[src/rtl/fetch_unit_if.sv]
// Fetch-stage bundle: controller sideband, instruction-memory request/response
// and the {pc, inst} handoff to decode.
interface fetch_unit_if;
    logic        booting_i;
    logic        waiting_i;
    logic        flush_i;
    logic [31:0] redirect_pc_i;
    logic        id_ready_i;
    logic        imem_req_o;
    logic [31:0] imem_addr_o;
    logic        imem_gnt_i;
    logic        imem_rvalid_i;
    logic [31:0] imem_rdata_i;
    logic        if_valid_o;
    logic [31:0] if_pc_o;
    logic [31:0] if_inst_o;

    modport master (
        input  booting_i, waiting_i, flush_i, redirect_pc_i, id_ready_i,
               imem_gnt_i, imem_rvalid_i, imem_rdata_i,
        output imem_req_o, imem_addr_o, if_valid_o, if_pc_o, if_inst_o
    );

    modport slave (
        output booting_i, waiting_i, flush_i, redirect_pc_i, id_ready_i,
               imem_gnt_i, imem_rvalid_i, imem_rdata_i,
        input  imem_req_o, imem_addr_o, if_valid_o, if_pc_o, if_inst_o
    );
endinterface

[src/rtl/fetch_unit.sv]
// Instruction fetch stage: PC generation, in-order imem requests, tag FIFO and IFQ.
// Optional same-cycle response bypass to decode is enabled by defining FETCH_IFQ_BYPASS_EN.
module fetch_unit_chk #(
    parameter int OW = 2
) (
    input logic          clk_i,
    input logic          rst_i,
    input logic          rvalid,
    input logic [OW-1:0] outstanding
);
    // A response with nothing in flight is an imem protocol violation; the datapath ignores it
    rvalid_without_request: assert property (@(posedge clk_i) disable iff (rst_i)
        !(rvalid && (outstanding == {OW{1'b0}})));
endmodule

module fetch_unit #(
    parameter logic [31:0] RESET_PC        = 32'h0000_0000,
    parameter int          IFQ_DEPTH       = 4,
    parameter int          MAX_OUTSTANDING = 2
) (
    input logic          clk_i,
    input logic          rst_i,
    fetch_unit_if.master bus
);
    localparam int PW = (IFQ_DEPTH > 1) ? $clog2(IFQ_DEPTH) : 1;
    localparam int CW = $clog2(IFQ_DEPTH + 1);
    localparam int TW = (MAX_OUTSTANDING > 1) ? $clog2(MAX_OUTSTANDING) : 1;
    localparam int OW = $clog2(MAX_OUTSTANDING + 1);
    localparam logic [OW-1:0] MAX_OS   = OW'(MAX_OUTSTANDING);
    localparam logic [CW:0]   DEPTH_W  = (CW + 1)'(IFQ_DEPTH);
    localparam logic [TW-1:0] TAG_LAST = TW'(MAX_OUTSTANDING - 1);

    logic [31:0]   fetch_pc_r;
    logic [31:0]   tag_r [MAX_OUTSTANDING];
    logic [TW-1:0] tag_rd_r;
    logic [TW-1:0] tag_wr_r;
    logic [OW-1:0] outstanding_r;
    logic [OW-1:0] kill_cnt_r;

    logic [31:0]   ifq_pc_r   [IFQ_DEPTH];
    logic [31:0]   ifq_inst_r [IFQ_DEPTH];
    logic [PW-1:0] ifq_rd_r;
    logic [PW-1:0] ifq_wr_r;
    logic [CW-1:0] ifq_cnt_r;

    logic [OW-1:0] live_s;
    logic [CW:0]   occ_s;
    logic          ifq_empty_s;
    logic          req_s;
    logic          gnt_s;
    logic          rsp_s;
    logic          kill_s;
    logic          accept_s;
    logic          byp_s;
    logic          valid_s;
    logic [31:0]   pc_s;
    logic [31:0]   inst_s;
    logic          pop_s;
    logic          push_s;

    function automatic logic [TW-1:0] tag_next(input logic [TW-1:0] ptr);
        if (ptr == TAG_LAST) begin
            return {TW{1'b0}};
        end else begin
            return ptr + TW'(1'b1);
        end
    endfunction

    // Request gating, response classification and the decode handshake
    always_comb begin
        live_s      = outstanding_r - kill_cnt_r;
        occ_s       = {1'b0, ifq_cnt_r} + (CW + 1)'(live_s);
        ifq_empty_s = (ifq_cnt_r == {CW{1'b0}});
        // Counting live requests against IFQ space guarantees every response has a slot
        req_s       = ~bus.booting_i & ~bus.waiting_i & ~bus.flush_i &
                      (outstanding_r < MAX_OS) & (occ_s < DEPTH_W);
        gnt_s       = req_s & bus.imem_gnt_i;
        rsp_s       = bus.imem_rvalid_i & (outstanding_r != {OW{1'b0}});
        kill_s      = rsp_s & (kill_cnt_r != {OW{1'b0}});
        accept_s    = rsp_s & ~kill_s & ~bus.flush_i;
        byp_s       = 1'b0;
`ifdef FETCH_IFQ_BYPASS_EN
        byp_s       = accept_s & ifq_empty_s;
`else
        byp_s       = 1'b0;
`endif
        if (byp_s) begin
            valid_s = 1'b1;
            pc_s    = tag_r[tag_rd_r];
            inst_s  = bus.imem_rdata_i;
        end else begin
            valid_s = ~bus.flush_i & ~ifq_empty_s;
            pc_s    = ifq_pc_r[ifq_rd_r];
            inst_s  = ifq_inst_r[ifq_rd_r];
        end
        pop_s  = valid_s & bus.id_ready_i & ~byp_s;
        push_s = accept_s & ~(byp_s & bus.id_ready_i);
    end

    assign bus.imem_req_o  = req_s;
    assign bus.imem_addr_o = fetch_pc_r;
    assign bus.if_valid_o  = valid_s;
    assign bus.if_pc_o     = pc_s;
    assign bus.if_inst_o   = inst_s;

    // Fetch PC, in-flight/kill accounting and the tag FIFO of granted PCs
    always_ff @(posedge clk_i) begin
        if (rst_i) begin
            fetch_pc_r    <= RESET_PC;
            tag_rd_r      <= {TW{1'b0}};
            tag_wr_r      <= {TW{1'b0}};
            outstanding_r <= {OW{1'b0}};
            kill_cnt_r    <= {OW{1'b0}};
            for (int i = 0; i < MAX_OUTSTANDING; i++) begin
                tag_r[i] <= 32'h0000_0000;
            end
        end else if (bus.flush_i) begin
            // Everything still in flight after this edge belongs to the old path
            fetch_pc_r    <= {bus.redirect_pc_i[31:2], 2'b00};
            tag_rd_r      <= {TW{1'b0}};
            tag_wr_r      <= {TW{1'b0}};
            outstanding_r <= outstanding_r - OW'(rsp_s);
            kill_cnt_r    <= outstanding_r - OW'(rsp_s);
        end else begin
            if (gnt_s) begin
                fetch_pc_r      <= fetch_pc_r + 32'd4;
                tag_r[tag_wr_r] <= fetch_pc_r;
                tag_wr_r        <= tag_next(tag_wr_r);
            end
            if (kill_s) begin
                kill_cnt_r <= kill_cnt_r - OW'(1'b1);
            end
            if (accept_s) begin
                tag_rd_r <= tag_next(tag_rd_r);
            end
            outstanding_r <= outstanding_r + OW'(gnt_s) - OW'(rsp_s);
        end
    end

    // Instruction fetch queue storage and pointers
    always_ff @(posedge clk_i) begin
        if (rst_i) begin
            ifq_rd_r  <= {PW{1'b0}};
            ifq_wr_r  <= {PW{1'b0}};
            ifq_cnt_r <= {CW{1'b0}};
            for (int i = 0; i < IFQ_DEPTH; i++) begin
                ifq_pc_r[i]   <= 32'h0000_0000;
                ifq_inst_r[i] <= 32'h0000_0000;
            end
        end else if (bus.flush_i) begin
            ifq_rd_r  <= {PW{1'b0}};
            ifq_wr_r  <= {PW{1'b0}};
            ifq_cnt_r <= {CW{1'b0}};
        end else begin
            if (push_s) begin
                ifq_pc_r[ifq_wr_r]   <= tag_r[tag_rd_r];
                ifq_inst_r[ifq_wr_r] <= bus.imem_rdata_i;
                ifq_wr_r             <= ifq_wr_r + PW'(1'b1);
            end
            if (pop_s) begin
                ifq_rd_r <= ifq_rd_r + PW'(1'b1);
            end
            ifq_cnt_r <= ifq_cnt_r + CW'(push_s) - CW'(pop_s);
        end
    end

    fetch_unit_chk #(.OW(OW)) u_chk (
        .clk_i       (clk_i),
        .rst_i       (rst_i),
        .rvalid      (bus.imem_rvalid_i),
        .outstanding (outstanding_r)
    );
endmodule

[src/flat_wrapper.sv]
// flat-port wrapper written by rule: the top's interface ports become plain ports
module fetch_unit_flat 
#(
    parameter logic [31:0] RESET_PC        = 32'h0000_0000,
    parameter int          IFQ_DEPTH       = 4,
    parameter int          MAX_OUTSTANDING = 2
)
  (clk_i, rst_i, bus_booting_i, bus_waiting_i, bus_flush_i, bus_redirect_pc_i, bus_id_ready_i, bus_imem_gnt_i, bus_imem_rvalid_i, bus_imem_rdata_i, bus_imem_req_o, bus_imem_addr_o, bus_if_valid_o, bus_if_pc_o, bus_if_inst_o);
  fetch_unit_if bus_i ();
  input logic clk_i;
  input logic rst_i;
  input wire logic [$bits(bus_i.booting_i)-1:0] bus_booting_i;
  input wire logic [$bits(bus_i.waiting_i)-1:0] bus_waiting_i;
  input wire logic [$bits(bus_i.flush_i)-1:0] bus_flush_i;
  input wire logic [$bits(bus_i.redirect_pc_i)-1:0] bus_redirect_pc_i;
  input wire logic [$bits(bus_i.id_ready_i)-1:0] bus_id_ready_i;
  input wire logic [$bits(bus_i.imem_gnt_i)-1:0] bus_imem_gnt_i;
  input wire logic [$bits(bus_i.imem_rvalid_i)-1:0] bus_imem_rvalid_i;
  input wire logic [$bits(bus_i.imem_rdata_i)-1:0] bus_imem_rdata_i;
  output wire logic [$bits(bus_i.imem_req_o)-1:0] bus_imem_req_o;
  output wire logic [$bits(bus_i.imem_addr_o)-1:0] bus_imem_addr_o;
  output wire logic [$bits(bus_i.if_valid_o)-1:0] bus_if_valid_o;
  output wire logic [$bits(bus_i.if_pc_o)-1:0] bus_if_pc_o;
  output wire logic [$bits(bus_i.if_inst_o)-1:0] bus_if_inst_o;
  assign bus_i.booting_i = bus_booting_i;
  assign bus_i.waiting_i = bus_waiting_i;
  assign bus_i.flush_i = bus_flush_i;
  assign bus_i.redirect_pc_i = bus_redirect_pc_i;
  assign bus_i.id_ready_i = bus_id_ready_i;
  assign bus_i.imem_gnt_i = bus_imem_gnt_i;
  assign bus_i.imem_rvalid_i = bus_imem_rvalid_i;
  assign bus_i.imem_rdata_i = bus_imem_rdata_i;
  assign bus_imem_req_o = bus_i.imem_req_o;
  assign bus_imem_addr_o = bus_i.imem_addr_o;
  assign bus_if_valid_o = bus_i.if_valid_o;
  assign bus_if_pc_o = bus_i.if_pc_o;
  assign bus_if_inst_o = bus_i.if_inst_o;
  fetch_unit #(.RESET_PC(RESET_PC), .IFQ_DEPTH(IFQ_DEPTH), .MAX_OUTSTANDING(MAX_OUTSTANDING)) u_core (.clk_i(clk_i), .rst_i(rst_i), .bus(bus_i));
endmodule
[config.mk]
export PLATFORM = sky130hd
export DESIGN_NAME = fetch_unit_flat
export DESIGN_NICKNAME = d
export VERILOG_FILES = /design/src/rtl/fetch_unit_if.sv /design/src/rtl/fetch_unit.sv /design/src/flat_wrapper.sv
export SDC_FILE = /design/constraint.sdc
export NUM_CORES = 1
export LEC_CHECK = 0
export ABC_AREA = 0
export CORE_MARGIN = 3
export CORE_UTILIZATION = 51
export DETAILED_ROUTE_END_ITERATION = 7
export HOLD_SLACK_MARGIN = 0.02
export PLACE_DENSITY = 0.76
export SYNTH_ARGS = -nofsm -noshare
export SYNTH_HDL_FRONTEND = slang
export SYNTH_SLANG_ARGS = --single-unit
[constraint.sdc]
create_clock -name clk_i -period 6 [get_ports clk_i]
set_input_delay 0.6 -clock clk_i [delete_from_list [all_inputs] [get_ports clk_i]]
set_output_delay 0.6 -clock clk_i [all_outputs]
set_load 0.02 [all_outputs]
---- After elaboration in Yosys (flattened, before gate mapping) ----
Memories as Yosys holds them, arrays and structs flattened. A register that Yosys moved wholly into a read port is not among the register bits.
Cells that the tools add are included.
word-level totals
  output and inout port bits .............. 98
  memory bits (writable) .................. 320
  flip-flop bits (word level) ............. 45
  memories ................................ 3
  input port bits ......................... 72
  word-level logic and storage cells ...... 84
memories
  memory             depth  bits a word  rd ports  clocked after Yosys merged registers in  write ports  line              RTL
  u_core.ifq_inst_r  4      32           1         1                                        4            fetch_unit.sv:41  logic [31:0] ifq_inst_r [IFQ_DEPTH];
  u_core.ifq_pc_r    4      32           1         1                                        4            fetch_unit.sv:40  logic [31:0] ifq_pc_r [IFQ_DEPTH];
  u_core.tag_r       2      32           1         1                                        2            fetch_unit.sv:34  logic [31:0] tag_r [MAX_OUTSTANDING];
cells by class
  mux-type cells .......................... 32
  order comparisons ....................... 2
  reductions and logical operators ........ 9
  add/sub/neg operators ................... 13
  bitwise gates (word level) .............. 16
operators by type and width
  operator               number
  $mux 32                5
  $reduce_or 32->1       3
  $add 32x3->32 const B  1
  $mux 1                 18
  $mux 2                 9
  $and 1x1->1            11
  $reduce_bool 2->1      4
  $not 1->1              5
  $add 2x1->2 const B    2
  $add 3x2->4            1
  $lt 4x3->1 const B     1
  $sub 2x1->2            2
  $add 3x1->3            1
  $logic_not 3->1        1
  $sub 3x1->3            1
  $add 1x1->1 const B    2
  $add 2x1->2            1
  $lt 2x2->1 const B     1
  $reduce_or 2->1        1
  $sub 2x1->2 const B    1
  $sub 2x2->2            1

---- Longest topological paths before layout ----
Gate-level depths: netlist of run 1.
  depth after elaboration ................. 12
  depth in mapped cells ................... 12
  depth with buffers taken out ............ 11

---- Worst setup path before layout of run 1 ----
No wires, ideal clock.
  path type ............................... input port to flip-flop
  start ................................... input bus_flush_i
  end ..................................... memory u_core.ifq_inst_r[1][0], enable pin
  data arrival time ....................... 5.633 ns
  slack ................................... -0.208 ns
  path buffers ............................ 2
  cell stages on the path ................. 3
  library setup time ...................... 0.574 ns
  data required time ...................... 5.426 ns
  cells stage by stage .................... clkbuf_1 -> buf_1 -> o31ai_1
RTL lines
  item                line                RTL
  start: declaration  flat_wrapper.sv:14  input wire logic [$bits(bus_i.flush_i)-1:0] bus_flush_i;
  end: declaration    fetch_unit.sv:41

==> results of run 1 <==
-- cell type report --
class                   count  area, sq um  share of cell area [%]
repair buffers            177         1740                    9.31
flip-flops and latches    354        10200                    54.6
clock inverters            18          146                   0.785
multi-input cells         658         4780                    25.6
well taps                 390          488                    2.62
inverters                  79          297                    1.59
clock buffers              49         1020                    5.49
-- power by group --
| part | total, mW | internal [mW] | switching, mW |
|---|---|---|---|
| logic | 0.562 | 0.243 | 0.319 |
| registers | 2.87 | 2.81 | 0.0647 |
| clock network | 2.20 | 1.29 | 0.906 |
-- synth_stat cells, drive strengths merged, types with 2 or more instances --
library cell  count
nand4            11
edfxtp          308
a31oi            12
nor4             11
mux2             31
and3             33
or4               3
a2bb2oi           2
nor3             10
a211o             2
o31ai             3
ha                9
a41oi             4
a311oi            2
nor2b             2
inv              79
mux4             62
nand2b            3
buf              22
a22oi             4
nand2            95
xnor2             7
nor2            194
mux2i             3
and2             60
or3               8
or2               3
o21ai            13
a21oi            29
nand3            12
o211ai            4
clkbuf           54
and4              3
xor2              6
dfxtp            46
a32oi             4
-- cells by family after synthesis --
logic type / after synthesis / synth area share [%]
AO/OA/AOI/OAI: 84 / 3.42
XOR/XNOR: 13 / 0.735
adder cells (fa/ha/maj): 10 / 0.856
buffers and inverters: 155 / 3.98
flip-flops: 354 / 65.6
multiplexers: 96 / 11.5
other: 1 / 0.0242
AND/OR/NAND/NOR: 451 / 13.9
-- how the worst max path moves through the flow --
stage           startpoint                       to  slack (ps)  depth (start not counted)
2_1_floorplan  bus_flush_i  u_core.ifq_inst_r[1][0]        -210                          3
3_3_place_gp   bus_flush_i   u_core.ifq_pc_r[2][10]        1900                          8
3_5_place_dp   bus_flush_i   u_core.ifq_pc_r[1][16]        1850                          8
4_1_cts          flip-flop        bus_if_inst_o[14]        2160                          3
5_1_grt          flip-flop        bus_if_inst_o[14]        2030                          3
6_report         flip-flop        bus_if_inst_o[14]        2270                          3
-- metal layers --
layer / global-route usage (%) / vias to the layer above / wire length, microns
li1: - / 4481 / -
met4: 4.64 / 0 / 496
met5: 0 / - / 0
met2: 33.9 / 395 / 16200
met3: 3.41 / 45 / 2330
met1: 29.3 / 4740 / 14500
-- sequential cells by signal, summed over array words and instances (netlist names), named ones only --
| name | cells |
|---|---|
| u_core.ifq_inst_r | 128 |
| u_core.ifq_pc_r | 120 |
| u_core.tag_r | 60 |
| u_core.bus.imem_addr_o | 30 |
| u_core.ifq_cnt_r | 3 |
| u_core.ifq_rd_r | 2 |
| u_core.ifq_wr_r | 2 |
| u_core.kill_cnt_r | 2 |
| u_core.outstanding_r | 2 |
| u_core.tag_rd_r | 1 |
| u_core.tag_wr_r | 1 |
-- critical path: stages (launching register included) --
cell and delay (ps):
dfxtp_4 900, buf_4 540, mux4_2 590, clkdlybuf4s50_1 550
==> flow_summary.toml, run 1 <==
[pwr]
p_leak_nw = 7.03
powerDensity_nw_per_um2 = 302
total_power_mw = 5.63
ir_drop_mv = 0.168

[critical_path]
rrSetupSlack_ps = 2390
reg2reg_to = "u_core.tag_r[1][10]"
cp_max_fo = 40
end_kind = "primary output"
crit_type = "flip-flop to primary output"
cp_data_arrival_time_ps = 3130
r2r_start = "u_core.outstanding_r[0]"
required_ps = 5400
start_kind = "flip-flop"
r2r_cells = 12

[synth]
synth_top_cell_area_share_pct = 59.7
synthArstFlopShare_pct = 0
netlist_area_sq_um = 15500
yosysTopAreaCell = "edfxtp_1"
synth_warnings = 0
yosysUniqueCellTypes = 56
syn_avg_cell_area_sq_um = 13.3
synth_ff_type = "edfxtp_1"
synth-seq-cells = 354
synth_edf_count = 308
ys_seq_area_share_pct = 65.6
syn_inst = 1164
yosys-top-cells-area = "edfxtp_1 60%, mux4_2 9.0%, dfxtp_1 5.9%, nor2_1 4.7%, and2_1 2.4%"

[final_layout]
final_common_cell = "edfxtp_1"
final_cells = 1725
n_antenna_cell = 0
layout_common_cells = "308 x edfxtp_1, 193 x nor2_1, 163 x clkdlybuf4s50_1, 93 x nand2_1, 78 x inv_1"
fillers = 2251
final_util_pct = 62.6
drive_above_1_share_pct = 13.7
stdcell_area_sq_um = 18600
final_nets = 1390
area_delta_synth_final_pct = 20.3

[global_route]
antenna_found_initial = 0
grt_overflow_total = 0
grt_usage_pct = 20.6
grt_pass1_vias = 9750
grt_pass1_wl_microns = 53400
grt_max_degree = 85

[detailed_routing]
viasPerCell = 5.60
firstDrtPassIters = 5
drt_iter0_markers = 912
wl_per_cell_microns = 19.4
antenna_left = 0
remaining_drc_errors = 0
vias = 9661
wl_microns = 33500

[die]
rows = 63
dieWidth_microns = 180
io_pins = 170
initial_core_util_pct = 52.0
fp.dieH_microns = 180
die_area_sq_um = 32500
coreArea_sq_um = 29800

[placed_design]
gp_congestion = 0.803
dpl_worst_slack_ps = 1850
dp_hpwl_microns = 19300
placed_area_sq_um = 17500
dp.cells = 1658
numPortBuffers = 163

[sta]
period_share_pct = 62.1
hold_viol_final = 0
fin_ws_ps = 2270
slew_headroom_pct = 25.7
fmax_ghz = 0.268
hold_ws_ps = 501
rsz0062_at_grt = "no"
tns_ps = 0
period_minus_slack_ps = 3730
final_max_slew_viol_count = 0
setup_violations = 0
worst_clock_skew_ps = 13.7
worst_pin_slew_ps = 1110

[outcome]
status = "complete, no violations"

[clock_tree]
clock-sinks = 354
post_cts_resized = 0
clock_latency_ps = 510
cts_setup_buffers = 0
cts_hold_buf = 0
path_clk_slew_ps = 60
cts_max_level = 2
clock_path_buffers = 3
cts_tree = "built"
root_buffer = "clkbuf_16"
cts_buffers = 38

[hold_path]
hp-class = "flip-flop to flip-flop"
hp-start = "u_core.tag_rd_r"
hold_depth = 2

[job]
maxCapViolations = 0
Power figures use the tool's default switching activity.
==> inputs of run 2 (changes only) <==
- CORE_UTILIZATION: 51 -> 55
- PLACE_DENSITY: 0.76 -> 0.78
- clock period: 6 -> 3.46 ns (I/O delays scaled with it)
==> run 2 against run 1 <==
Effect of this change: register-to-register slack worse by 1900 ps; global-route usage is 1.5 points higher; via count grew 0.86%; critical endpoint is now bus_imem_req_o; sequential power rose by 73%; power increased by 68%; sequential share of layout area down 0.051 points; utilization up 5.7 points; non-clock buffer count increased by 11; combinational power grew 80%; die area shrank 7.0%; clock skew grew 13 ps.
==> flow_summary.toml, run 2 (same netlist as run 1, synthesis figures left out) <==
[critical_path]
cp_max_fo = 3
r2r_cells = 10
reg2reg_to = "u_core.tag_r[1][31]"
rrSetupSlack_ps = 490
cpPeakStageDelay_ps = 610
cp_data_arrival_time_ps = 2680
r2r_start = "u_core.outstanding_r[0]"
path_buf_inv = 2
path_cells = "inv_1, ha_1, xnor2_1, xnor2_1, ha_1, nor2_1, and3_1, clkdlybuf4s50_1"
crit_type = "flip-flop to primary output"
cp_slowest_cell = "clkdlybuf4s50_1"
end_kind = "primary output"
start_kind = "flip-flop"
required_ps = 3110
crit_family = "buffers and inverters"

[hold_path]
whs_endpoint = "u_core.bus.imem_addr_o[13]"
hold_depth = 3
hp-class = "input pin to flip-flop"
hp-start = "bus_redirect_pc_i[13]"

[final_layout]
multiInputGateArea_sq_um = 4780
final_common_cell = "edfxtp_1"
final_nets = 1399
top_regs = "u_core.ifq_inst_r (128), u_core.ifq_pc_r (120), u_core.tag_r (60)"
largest_reg_flops = 128
seqCellArea_sq_um = 10200
area_delta_synth_final_pct = 20.4
layout_common_cells = "308 x edfxtp_1, 193 x nor2_1, 163 x clkdlybuf4s50_1, 93 x nand2_1, 78 x inv_1"
stdcell_area_sq_um = 18700
n_antenna_cell = 0
top_register = "u_core.ifq_inst_r"
drive_above_1_share_pct = 13.7
final_util_pct = 68.3
fillers = 1941

[placed_design]
placed_area_sq_um = 17600
numPortBuffers = 163
gp_congestion = 0.827
dp_hpwl_microns = 19500

[sta]
fmax_ghz = 0.331
slew_headroom_pct = 28.9
final_max_slew_viol_count = 0
setup_violations = 0
worst_pin_slew_ps = 1070
period_share_pct = 87.4
tns_ps = 0
period_minus_slack_ps = 3030
hold_viol_final = 0
rsz0062_at_grt = "no"
worst_clock_skew_ps = 26.8

[detailed_routing]
remaining_drc_errors = 0
vias = 9744
firstDrtPassIters = 6
viasPerCell = 5.69
drt_iter0_markers = 887
wl_microns = 33300
antenna_left = 0
wl_per_cell_microns = 19.4

[clock_tree]
cts_setup_buffers = 0
post_cts_resized = 0
cts_tree = "built"
clock_path_buffers = 3
cts_buffers = 36
path_clk_slew_ps = 60
clock_latency_ps = 520
clock-sinks = 354
cts_hold_buf = 0
cts_max_level = 2
root_buffer = "clkbuf_16"

[outcome]
status = "complete, no violations"

[die]
rows = 60
fp.dieH_microns = 174
dieWidth_microns = 174
initial_core_util_pct = 56.7
coreArea_sq_um = 27300
io_pins = 170
die_area_sq_um = 30200

[pwr]
internal_power_mw = 7.30
p_leak_nw = 7.04
pwr-share-comb_pct = 10.6
pwr-share-clk_pct = 37.0
ir_drop_mv = 0.300
power.switching_mw = 2.19
powerDensity_nw_per_um2 = 508
switching_share_pct = 23.1
seq_power_share_pct = 52.4

[global_route]
grt_usage_pct = 22.1
grt_max_degree = 85
grt_pass1_wl_microns = 53100
antenna_found_initial = 0
grt_pass1_vias = 10028
grt_overflow_total = 0

[job]
maxCapViolations = 0
run 2: cell types whose count changed in the layout (fill, tap and decap cells not counted), moves of 2 or more:
cell / delta
clkbuf_16: -2
buf_12: +6
clkinv_2: -7
buf_4: +5
clkinv_1: +3
bufinv_16: -2
run 2: worst reg2reg max path, stage by stage, from the launching register on:
cell     delay, ps
dfxtp_1        320
inv_1           70
ha_1           190
xnor2_1        130
xnor2_1        140
ha_1           170
nor2_1         290
nand4_4        340
inv_2          130
and3_1         170
or2_2          600
run 2: layout make-up:
type                            instances  share of cell area (%)
Sequential cell                       354                    54.5
Inverter                               79                    1.59
Multi-Input combinational cell        658                    25.6
Clock inverter                         12                   0.329
Clock buffer                           49                    5.31
Timing Repair Buffer                  188                    10.2
Tap cell                              372                    2.49
run 2: worst max path at each step:
stage                            startpoint                       to  slack [ps]  cells past startpoint
global route        u_core.outstanding_r[0]      u_core.tag_r[1][29]         290                     10
global placement          bus_imem_rvalid_i   u_core.ifq_pc_r[2][19]         590                      7
floorplan           u_core.outstanding_r[1]  u_core.ifq_inst_r[0][0]        -620                      3
CTS                 u_core.outstanding_r[0]           bus_imem_req_o         420                      8
finish              u_core.outstanding_r[0]           bus_imem_req_o         430                      8
detailed placement        bus_imem_rvalid_i   u_core.ifq_pc_r[2][19]         510                      7
run 2: per-layer routing:
| metal | vias to the layer above | GRT usage [%] | wire [microns] |
|---|---|---|---|
| met2 | 426 | 36.6 | 16100 |
| li1 | 4500 | - | - |
| met1 | 4757 | 29.9 | 13800 |
| met3 | 61 | 4.53 | 2540 |
| met4 | 0 | 6.53 | 775 |
| met5 | - | 0 | 0 |
run 2: power groups by stage:
stage	clock network [mW]	logic [mW]	registers, mW
after floorplan	0	0.554	5.05
after global placement	0	0.994	5.04
after detailed placement	0	1.01	5.05
after CTS	3.57	1.01	4.97
after global routing	3.75	1.08	4.99
final	3.51	1.01	4.97
run 2: stage by stage:
step / std cells / hold WS (ps) / worst slack [ps] / power [mW]
global placement: 1651 / 485 / 589 / 6.03
global route: 1712 / 407 / 285 / 9.82
finish: 1712 / 402 / 435 / 9.49
floorplan: 1167 / 472 / -624 / 5.60
detailed placement: 1651 / 494 / 509 / 6.06
CTS: 1712 / 380 / 419 / 9.55
